<file path="config.mk">
export PLATFORM = sky130hd
export DESIGN_NAME = seq_alu
export DESIGN_NICKNAME = d
export VERILOG_FILES = /design/src/rtl/seq_alu.sv
export SDC_FILE = /design/constraint.sdc
export NUM_CORES = 1
export LEC_CHECK = 0
export ABC_AREA = 1
export CAP_MARGIN = 20
export CORE_ASPECT_RATIO = 1.4
export CORE_UTILIZATION = 23
export CTS_BUF_LIST = sky130_fd_sc_hd__clkbuf_8 sky130_fd_sc_hd__clkbuf_16
export CTS_CLUSTER_DIAMETER = 80
export DETAILED_ROUTE_END_ITERATION = 10
export PLACE_DENSITY = 0.47
export SYNTH_ARGS = -nofsm -noshare
export SYNTH_HDL_FRONTEND = slang
export SYNTH_SLANG_ARGS = --single-unit
</file>
<file path="constraint.sdc">
create_clock -name clk -period 4.1 [get_ports clk]
set_input_delay 1.025 -clock clk [delete_from_list [all_inputs] [get_ports clk]]
set_output_delay 1.025 -clock clk [all_outputs]
set_load 0.02 [all_outputs]
</file>
<file path="src/rtl/seq_alu.sv">
// rtl/seq_alu.sv - handshaked registered ALU with N/Z/V/C flags and iterative shift-add multiply
module seq_alu #(
    parameter int WIDTH = 32,
    localparam int SHW = $clog2(WIDTH)
) (
    input  logic             clk,
    input  logic             reset,
    input  logic             in_valid,
    output logic             in_ready,
    input  logic [WIDTH-1:0] A,
    input  logic [WIDTH-1:0] B,
    input  logic             cin,
    input  logic [3:0]       Select,
    output logic [WIDTH-1:0] Output,
    output logic             out_valid,
    input  logic             out_ready,
    output logic             isNegative,
    output logic             isZero,
    output logic             Overflow,
    output logic             CarryOut
);

    typedef enum logic [1:0] {
        IDLE,
        MUL,
        DONE
    } state_t;

    localparam logic [3:0] OP_AND = 4'd1;
    localparam logic [3:0] OP_OR  = 4'd2;
    localparam logic [3:0] OP_XOR = 4'd3;
    localparam logic [3:0] OP_NOR = 4'd4;
    localparam logic [3:0] OP_SLL = 4'd5;
    localparam logic [3:0] OP_SRL = 4'd6;
    localparam logic [3:0] OP_SUB = 4'd7;
    localparam logic [3:0] OP_MUL = 4'd8;

    state_t               state_q, state_d;
    logic [WIDTH-1:0]     out_q, out_d;
    logic                 out_valid_q, out_valid_d;
    logic                 n_q, n_d, z_q, z_d, v_q, v_d, c_q, c_d;
    logic [WIDTH-1:0]     mcand_q, mcand_d;
    logic [WIDTH-1:0]     mplier_q, mplier_d;
    logic [2*WIDTH-1:0]   acc_q, acc_d;
    logic [SHW-1:0]       cnt_q, cnt_d;

    logic [WIDTH-1:0]     alu_res;
    logic                 alu_c, alu_v;
    logic [WIDTH:0]       sum_ext;
    logic [2*WIDTH-1:0]   partial, acc_next;
    logic                 accept;

    assign in_ready = (state_q == IDLE) || ((state_q == DONE) && out_ready);
    assign accept   = in_valid && in_ready;

    // Single-cycle datapath works straight off the input operands at the accept edge.
    always_comb begin
        alu_res = '0;
        alu_c   = 1'b0;
        alu_v   = 1'b0;
        sum_ext = '0;
        case (Select)
            OP_AND: alu_res = A & B;
            OP_OR:  alu_res = A | B;
            OP_XOR: alu_res = A ^ B;
            OP_NOR: alu_res = ~(A | B);
            OP_SLL: alu_res = A << B[SHW-1:0];
            OP_SRL: alu_res = A >> B[SHW-1:0];
            OP_SUB: begin
                sum_ext = {1'b0, A} + {1'b0, ~B} + {{WIDTH{1'b0}}, 1'b1};
                alu_res = sum_ext[WIDTH-1:0];
                alu_c   = sum_ext[WIDTH];
                alu_v   = (A[WIDTH-1] != B[WIDTH-1]) && (alu_res[WIDTH-1] != A[WIDTH-1]);
            end
            OP_MUL: alu_res = '0;
            default: begin
                sum_ext = {1'b0, A} + {1'b0, B} + {{WIDTH{1'b0}}, cin};
                alu_res = sum_ext[WIDTH-1:0];
                alu_c   = sum_ext[WIDTH];
                alu_v   = (A[WIDTH-1] == B[WIDTH-1]) && (alu_res[WIDTH-1] != A[WIDTH-1]);
            end
        endcase
    end

    assign partial  = mplier_q[0] ? ({{WIDTH{1'b0}}, mcand_q} << cnt_q) : '0;
    assign acc_next = acc_q + partial;

    always_comb begin
        state_d     = state_q;
        out_d       = out_q;
        out_valid_d = out_valid_q;
        n_d         = n_q;
        z_d         = z_q;
        v_d         = v_q;
        c_d         = c_q;
        mcand_d     = mcand_q;
        mplier_d    = mplier_q;
        acc_d       = acc_q;
        cnt_d       = cnt_q;
        case (state_q)
            IDLE, DONE: begin
                if (accept) begin
                    if (Select == OP_MUL) begin
                        state_d     = MUL;
                        out_valid_d = 1'b0;
                        mcand_d     = A;
                        mplier_d    = B;
                        acc_d       = '0;
                        cnt_d       = '0;
                    end else begin
                        state_d     = DONE;
                        out_valid_d = 1'b1;
                        out_d       = alu_res;
                        n_d         = alu_res[WIDTH-1];
                        z_d         = (alu_res == '0);
                        v_d         = alu_v;
                        c_d         = alu_c;
                    end
                end else if (state_q == DONE && out_ready) begin
                    state_d     = IDLE;
                    out_valid_d = 1'b0;
                end
            end
            MUL: begin
                acc_d    = acc_next;
                mplier_d = mplier_q >> 1;
                cnt_d    = cnt_q + 1'b1;
                // Last iteration folds its partial product straight into the result.
                if (cnt_q == SHW'(WIDTH - 1)) begin
                    state_d     = DONE;
                    out_valid_d = 1'b1;
                    cnt_d       = '0;
                    out_d       = acc_next[WIDTH-1:0];
                    n_d         = acc_next[WIDTH-1];
                    z_d         = (acc_next[WIDTH-1:0] == '0);
                    v_d         = 1'b0;
                    c_d         = |acc_next[2*WIDTH-1:WIDTH];
                end
            end
            default: state_d = IDLE;
        endcase
    end

    always_ff @(posedge clk) begin
        if (reset) begin
            state_q     <= IDLE;
            out_q       <= '0;
            out_valid_q <= 1'b0;
            n_q         <= 1'b0;
            z_q         <= 1'b0;
            v_q         <= 1'b0;
            c_q         <= 1'b0;
            mcand_q     <= '0;
            mplier_q    <= '0;
            acc_q       <= '0;
            cnt_q       <= '0;
        end else begin
            state_q     <= state_d;
            out_q       <= out_d;
            out_valid_q <= out_valid_d;
            n_q         <= n_d;
            z_q         <= z_d;
            v_q         <= v_d;
            c_q         <= c_d;
            mcand_q     <= mcand_d;
            mplier_q    <= mplier_d;
            acc_q       <= acc_d;
            cnt_q       <= cnt_d;
        end
    end

    assign Output     = out_q;
    assign out_valid  = out_valid_q;
    assign isNegative = n_q;
    assign isZero     = z_q;
    assign Overflow   = v_q;
    assign CarryOut   = c_q;

endmodule

</file>
# Yosys cells after proc, flatten, opt, wreduce, memory -nomap -nowiden
# Index checks and enable logic that the tools add are counted.
# classes
addsub	6
n_eq_ne	20
shift	3
mux	44
bitwise_logic	5
reduce_logical	17
# ops
cell	n
32-bit one-hot mux with 8 select lines	1
64-bit 2-to-1 mux	3
32-bit 2-to-1 mux	5
32-bit one-hot mux with 2 select lines	2
64-bit one-hot mux with 2 select lines	1
32-bit by 32-bit adder with 33-bit output	2
64-bit adder	1
32-bit zero test	2
32-bit inverter	2
32-bit by 5-bit left shift with 64-bit output	1
33-bit by 1-bit adder with 33-bit output	1
33-bit by 1-bit adder with 33-bit output, second input constant	1
32-bit AND	1
32-bit OR	1
32-bit OR reduction	1
32-bit by 5-bit left shift with 32-bit output	1
32-bit by 5-bit >> shifter with 32-bit output	1
32-bit bitwise XOR	1
4-bit by 3-bit equality test with 1-bit output, second input constant	4
1-bit 2-to-1 mux	16
5-bit 2-to-1 mux	3
1-bit one-hot mux with 2 select lines	7
5-bit one-hot mux with 2 select lines	1
3-bit AND reduction	3
21 further kinds	33
# totals
regBits	172
inputBits	73
word_cells	106

# Logic depth before layout (Yosys ltp)
# depth
word_depth	9
depth_mapped	33
mapped_depth_nobuf	32

# Least setup slack after synthesis
# Ideal clock, no wire load.
# synth_path
kind	input -> register
startpoint	input port B[0]
endpoint	register z_q (netlist: isZero)
setup_time_ns	0.066
arrival_time_ns	3.424
required_time_ns	4.034
path_slack_ns	0.609
cell_stages	22
path_buffers	2
cell_sequence	buf_6 inv_4 buf_6 fa_1 fa_1 nor2_1 nor2_1 o21ai_1 nand2_1 nand2_1 nand2_1 nand2_1 nand2_1 nand2_1 nor2_1 nor2_1 nand2_1 nor2_1 nand2_1 nor2_1 nand2_1 a21oi_2
# synth_via
elab_chain_cells	8
word_cells_on_any_way	16
cone_classes	4 x add/sub; 2 x shift; 4 x mux; 5 x bitwise; 1 x reduce/logical
# synth_rtl
item	line	source
start: declaration	11	input logic [WIDTH-1:0] B,
32-bit inverter	70	sum_ext = {1'b0, A} + {1'b0, ~B} + {{WIDTH{1'b0}}, 1'b1};
32-bit by 32-bit adder with 33-bit output	70	
33-bit by 1-bit adder with 33-bit output	70	
32-bit one-hot mux with 8 select lines *	62	case (Select)
32-bit zero test *	115	z_d = (alu_res == '0);
1-bit 2-to-1 mux *	103	if (Select == OP_MUL) begin
1-bit 2-to-1 mux *	102	if (accept) begin
1-bit one-hot mux with 2 select lines *	100	case (state_q)
end signal: assignment	162	z_q <= z_d;
end: declaration	41	logic n_q, n_d, z_q, z_d, v_q, v_d, c_q, c_d;
# Mark *: on every way between the ends. The rest lies on a longest branch, timed or not. The select of a mux whose other input is x is not followed.
# A chain may end at the register's enable or synchronous reset.

# Worst setup path after layout
# layout_path
startpoint	input port A[10]
endpoint	register z_q (netlist: isZero)
# layout_via
elab_chain_cells	7
word_cells_on_any_way	15
cone_classes	4 x add/sub; 2 x shift; 4 x mux; 4 x bitwise; 1 x reduce/logical
# layout_rtl
item	line	source
start: declaration	10	input logic [WIDTH-1:0] A,
32-bit by 32-bit adder with 33-bit output (tied with other cells)	77	sum_ext = {1'b0, A} + {1'b0, B} + {{WIDTH{1'b0}}, cin};
33-bit by 1-bit adder with 33-bit output (tied with other cells)	77	
32-bit one-hot mux with 8 select lines *	62	
32-bit zero test *	115	
1-bit 2-to-1 mux *	103	
1-bit 2-to-1 mux *	102	
1-bit one-hot mux with 2 select lines *	100	
# Marked as above.

==> impl_metrics.csv <==
group,metric,value,unit
power,leakage,18.3,nW
placement,gp_congestion,1.08,
worst_setup_path,cp-end-kind,"register",
timing,min_period,4.13,ns
synth,synth_cell_types,47,
final_layout,fill_cells,11952,
global_route,grt_pass1_wl,214000,um
timing,worstMarginPinSlew,0.835,ns
routing,drcViolationCount,0,
routing,antenna_left,0,
die,io_pins,111,
synth,syn_area_per_cell,5.26,um^2
power,clockPowerShare,28.6,%
final_layout,fin_area,35300,um^2
outcome,violations,"negative setup slack",
final_layout,layout-drive-gt1-share,23.1,%
final_layout,final_common_cell,"nand2_1",
timing,finalSetupViolations,2,
die,initial_core_util,23.2,%
placement,placed_cell_area,33800,um^2
timing,fin_ws,-0.0300,ns
worst_setup_path,cp.arrival,4.54,ns
clock_network,clock-sinks,171,
timing,hold_violations,0,
final_layout,seqCellArea,3420,um^2
global_route,overflow,0,
clock_network,cts_inserted_buffers,17,
die,dieArea,106000,um^2
placement,portBuffers,110,
synth,ys.flop_type,"dfxtp_1",
synth,synth-compound-area-share,15.2,%
power,swShare,40.5,%
final_layout,multi_input_area,18100,um^2
power,seqPwrFrac,27.9,%
synth,ys_ff_latch,171,
timing,holdWs,0.471,ns
routing,routed_wl,150000,um
power,switching_power,2.57,mW
synth,synth_xor_area_share,1.20,%
clock_network,cts-root-buf,"clkbuf_16",
synth,synth_simple_gate_area_share,46.7,%
die,fp.dieH,385,um
power,p_comb_share,43.4,%
routing,via_per_inst,4.87,
final_layout,layout.nets,5770,
power,p_int,3.78,mW
clock_network,clk_pin_slew_worst_paths,0.08,ns
run,max_cap_violations,0,
routing,routedWlPerCell,21.8,um
routing,drtPass1Iterations,6,
die,die-width,276,um
synth,synth_top_family_by_area,"simple AND/OR/NAND/NOR gates",
timing,max_slew_margin,44.3,%
timing,finalClockSkew,0.0216,ns
global_route,grt_pass1_vias,32990,
synth,synth_fp_nets,4829,
die,num_rows,140,
timing,fmax,242,MHz
global_route,grt_max_degree,92,
routing,drt_iter0_markers,2448,
worst_hold_path,hold_class,"reg -> reg",
placement,hpwl,130000,um
final_layout,final_cell_mix,"nand2_1, buf_4, inv_1",
clock_network,clk_path_buf_depth,2,
timing,grt_setup_unrepaired,"true",
synth,yosys_warnings,0,
power,p_per_area,180,nW/um^2
power,ir_drop,307,uV
global_route,grt_use_total,27.9,%
placement,dp_slack,-0.767,ns
synth,syn_inst,4590,
clock_network,clk_latency,0.49,ns
clock_network,cts_tree,"yes",
synth,ys_seq_area_share,14.2,%
routing,num_vias,33601,
worst_setup_path,setup.worst_path.start_class,"input pin",
worst_setup_path,crit_required,4.51,ns
global_route,grt_antenna_before_repair,4,
final_layout,fin_util,33.9,%
die,coreArea,104000,um^2
synth,synthAdderAreaFrac,8.73,%
synth,async_reset_ff_share,0,%
synth,syn_area,24100,um^2
final_layout,area_growth,46.2,%
synth,synth_enable_flop_cells,0,
timing,timing.final.crit_share,101,%
worst_setup_path,critPathKind,"in -> reg",
synth,synth.area.mux_share,0.498,%
timing,final_max_slew_viol_count,0,
worst_setup_path,crit_fanout,5,
clock_network,htree_levels,4,
outcome,status,"finished with violations",
## state kept, by name (all words and copies together) (netlist names)
register / cells
CarryOut: 1
Output: 32
Overflow: 1
acc_q: 64
cnt_q: 5
isZero: 1
mcand_q: 32
mplier_q: 32
out_valid: 1
state_q: 2
## critical path, stage by stage
cell             delay, ns
clkdlybuf4s50_1       0.53
inv_1                 0.09
ha_1                  0.43
buf_4                 0.21
nor2_1                0.22
buf_4                 0.17
nand2_1               0.08
nor2_1                0.11
nand2_1               0.11
nand3_1               0.15
nand2_1               0.06
nand3_1               0.14
nand3_1               0.16
nor2_1                0.21
buf_4                 0.15
nand2_1               0.04
nor2_1                0.20
nand3_1               0.11
nor2_1                0.15
nand2_1               0.08
a21oi_2               0.10
## per-stage QoR
step | cells | TNS (ns) | power (mW)
after global routing | 6894 | -0.602 | 6.61
final | 6895 | -0.0526 | 6.35
after CTS | 6886 | -0.0143 | 6.34
after global placement | 6845 | -5.45 | 4.51
after floorplan | 4590 | 0 | 2.94
after detailed placement | 6845 | -5.85 | 4.50
## kinds of logic (layout without fill, tap and decap cells)
group,after synthesis,count (layout)
mux,12,12
fa+ha+maj,166,166
compound gates,668,668
other cells,0,3
flops,171,171
xor+xnor,33,33
simple gates,2705,2705
buf+inv,835,1788
## path summary, 6_finish.rpt
check,endpoint,slack [ns],cells past startpoint,startpoint
max,isZero,-0.03,21,A[10]
min,Overflow,0.47,2,Overflow
max reg2reg,CarryOut,-0.02,31,cnt_q[0]
min reg2reg,Overflow,0.47,2,Overflow
## repair_timing
item,4_1_cts,5_1_grt
buffers inserted,10,6
hold endpoints to repair,0,0
resized for setup,158,84
hold buffers,0,0
setup endpoints to repair,26,17
pin swaps,27,13
## power groups by stage
stage	Clock (mW)	Combinational [mW]	Sequential [mW]
floorplan	0	1.11	1.82
global placement	0	2.69	1.81
detailed placement	0	2.69	1.81
CTS	1.86	2.70	1.77
global route	1.92	2.92	1.78
finish	1.82	2.76	1.77
## synthesized netlist by cell type (6+ instances only)
cell type | n | area share [%]
nor2_2 | 8 | 0.21
or2_2 | 30 | 0.78
ha_1 | 162 | 8.4
and2_1 | 7 | 0.18
o211ai_1 | 29 | 0.90
o21ai_0 | 254 | 5.3
buf_1 | 25 | 0.39
dfxtp_1 | 171 | 14
o21ai_1 | 21 | 0.44
clkbuf_1 | 93 | 1.4
buf_6 | 6 | 0.28
nand3_1 | 576 | 12
inv_2 | 18 | 0.28
o21bai_1 | 19 | 0.59
xnor2_1 | 24 | 0.87
nand4_1 | 48 | 1.2
nor3_1 | 36 | 0.75
xor2_1 | 9 | 0.33
nor2_1 | 416 | 6.5
buf_2 | 59 | 1.2
nand2_2 | 9 | 0.23
a31oi_1 | 48 | 1.2
nand3b_1 | 13 | 0.40
inv_1 | 622 | 9.7
mux2i_1 | 12 | 0.50
o22ai_1 | 42 | 1.1
nand2_1 | 1552 | 24
a21oi_1 | 232 | 4.8
## layout make-up
type | instances | share of cell area [%]
Tap cell | 1349 | 4.79
Inverter | 645 | 6.88
Clock inverter | 14 | 0.539
Antenna cell | 3 | 0.0213
Clock buffer | 17 | 1.21
Timing Repair Buffer | 1112 | 25.4
Multi-Input combinational cell | 3584 | 51.4
Sequential cell | 171 | 9.71
## routing by layer
| layer | wire length [um] | GRT usage (%) | part of all wire (%) |
|---|---|---|---|
| met4 | 14800 | 23.5 | 9.9 |
| met5 | 0 | 0 | 0 |
| met2 | 73200 | 49.2 | 49 |
| met1 | 55500 | 29.1 | 37 |
| met3 | 6810 | 3.79 | 4.5 |
No activity file was read; power rests on OpenSTA's default activity.
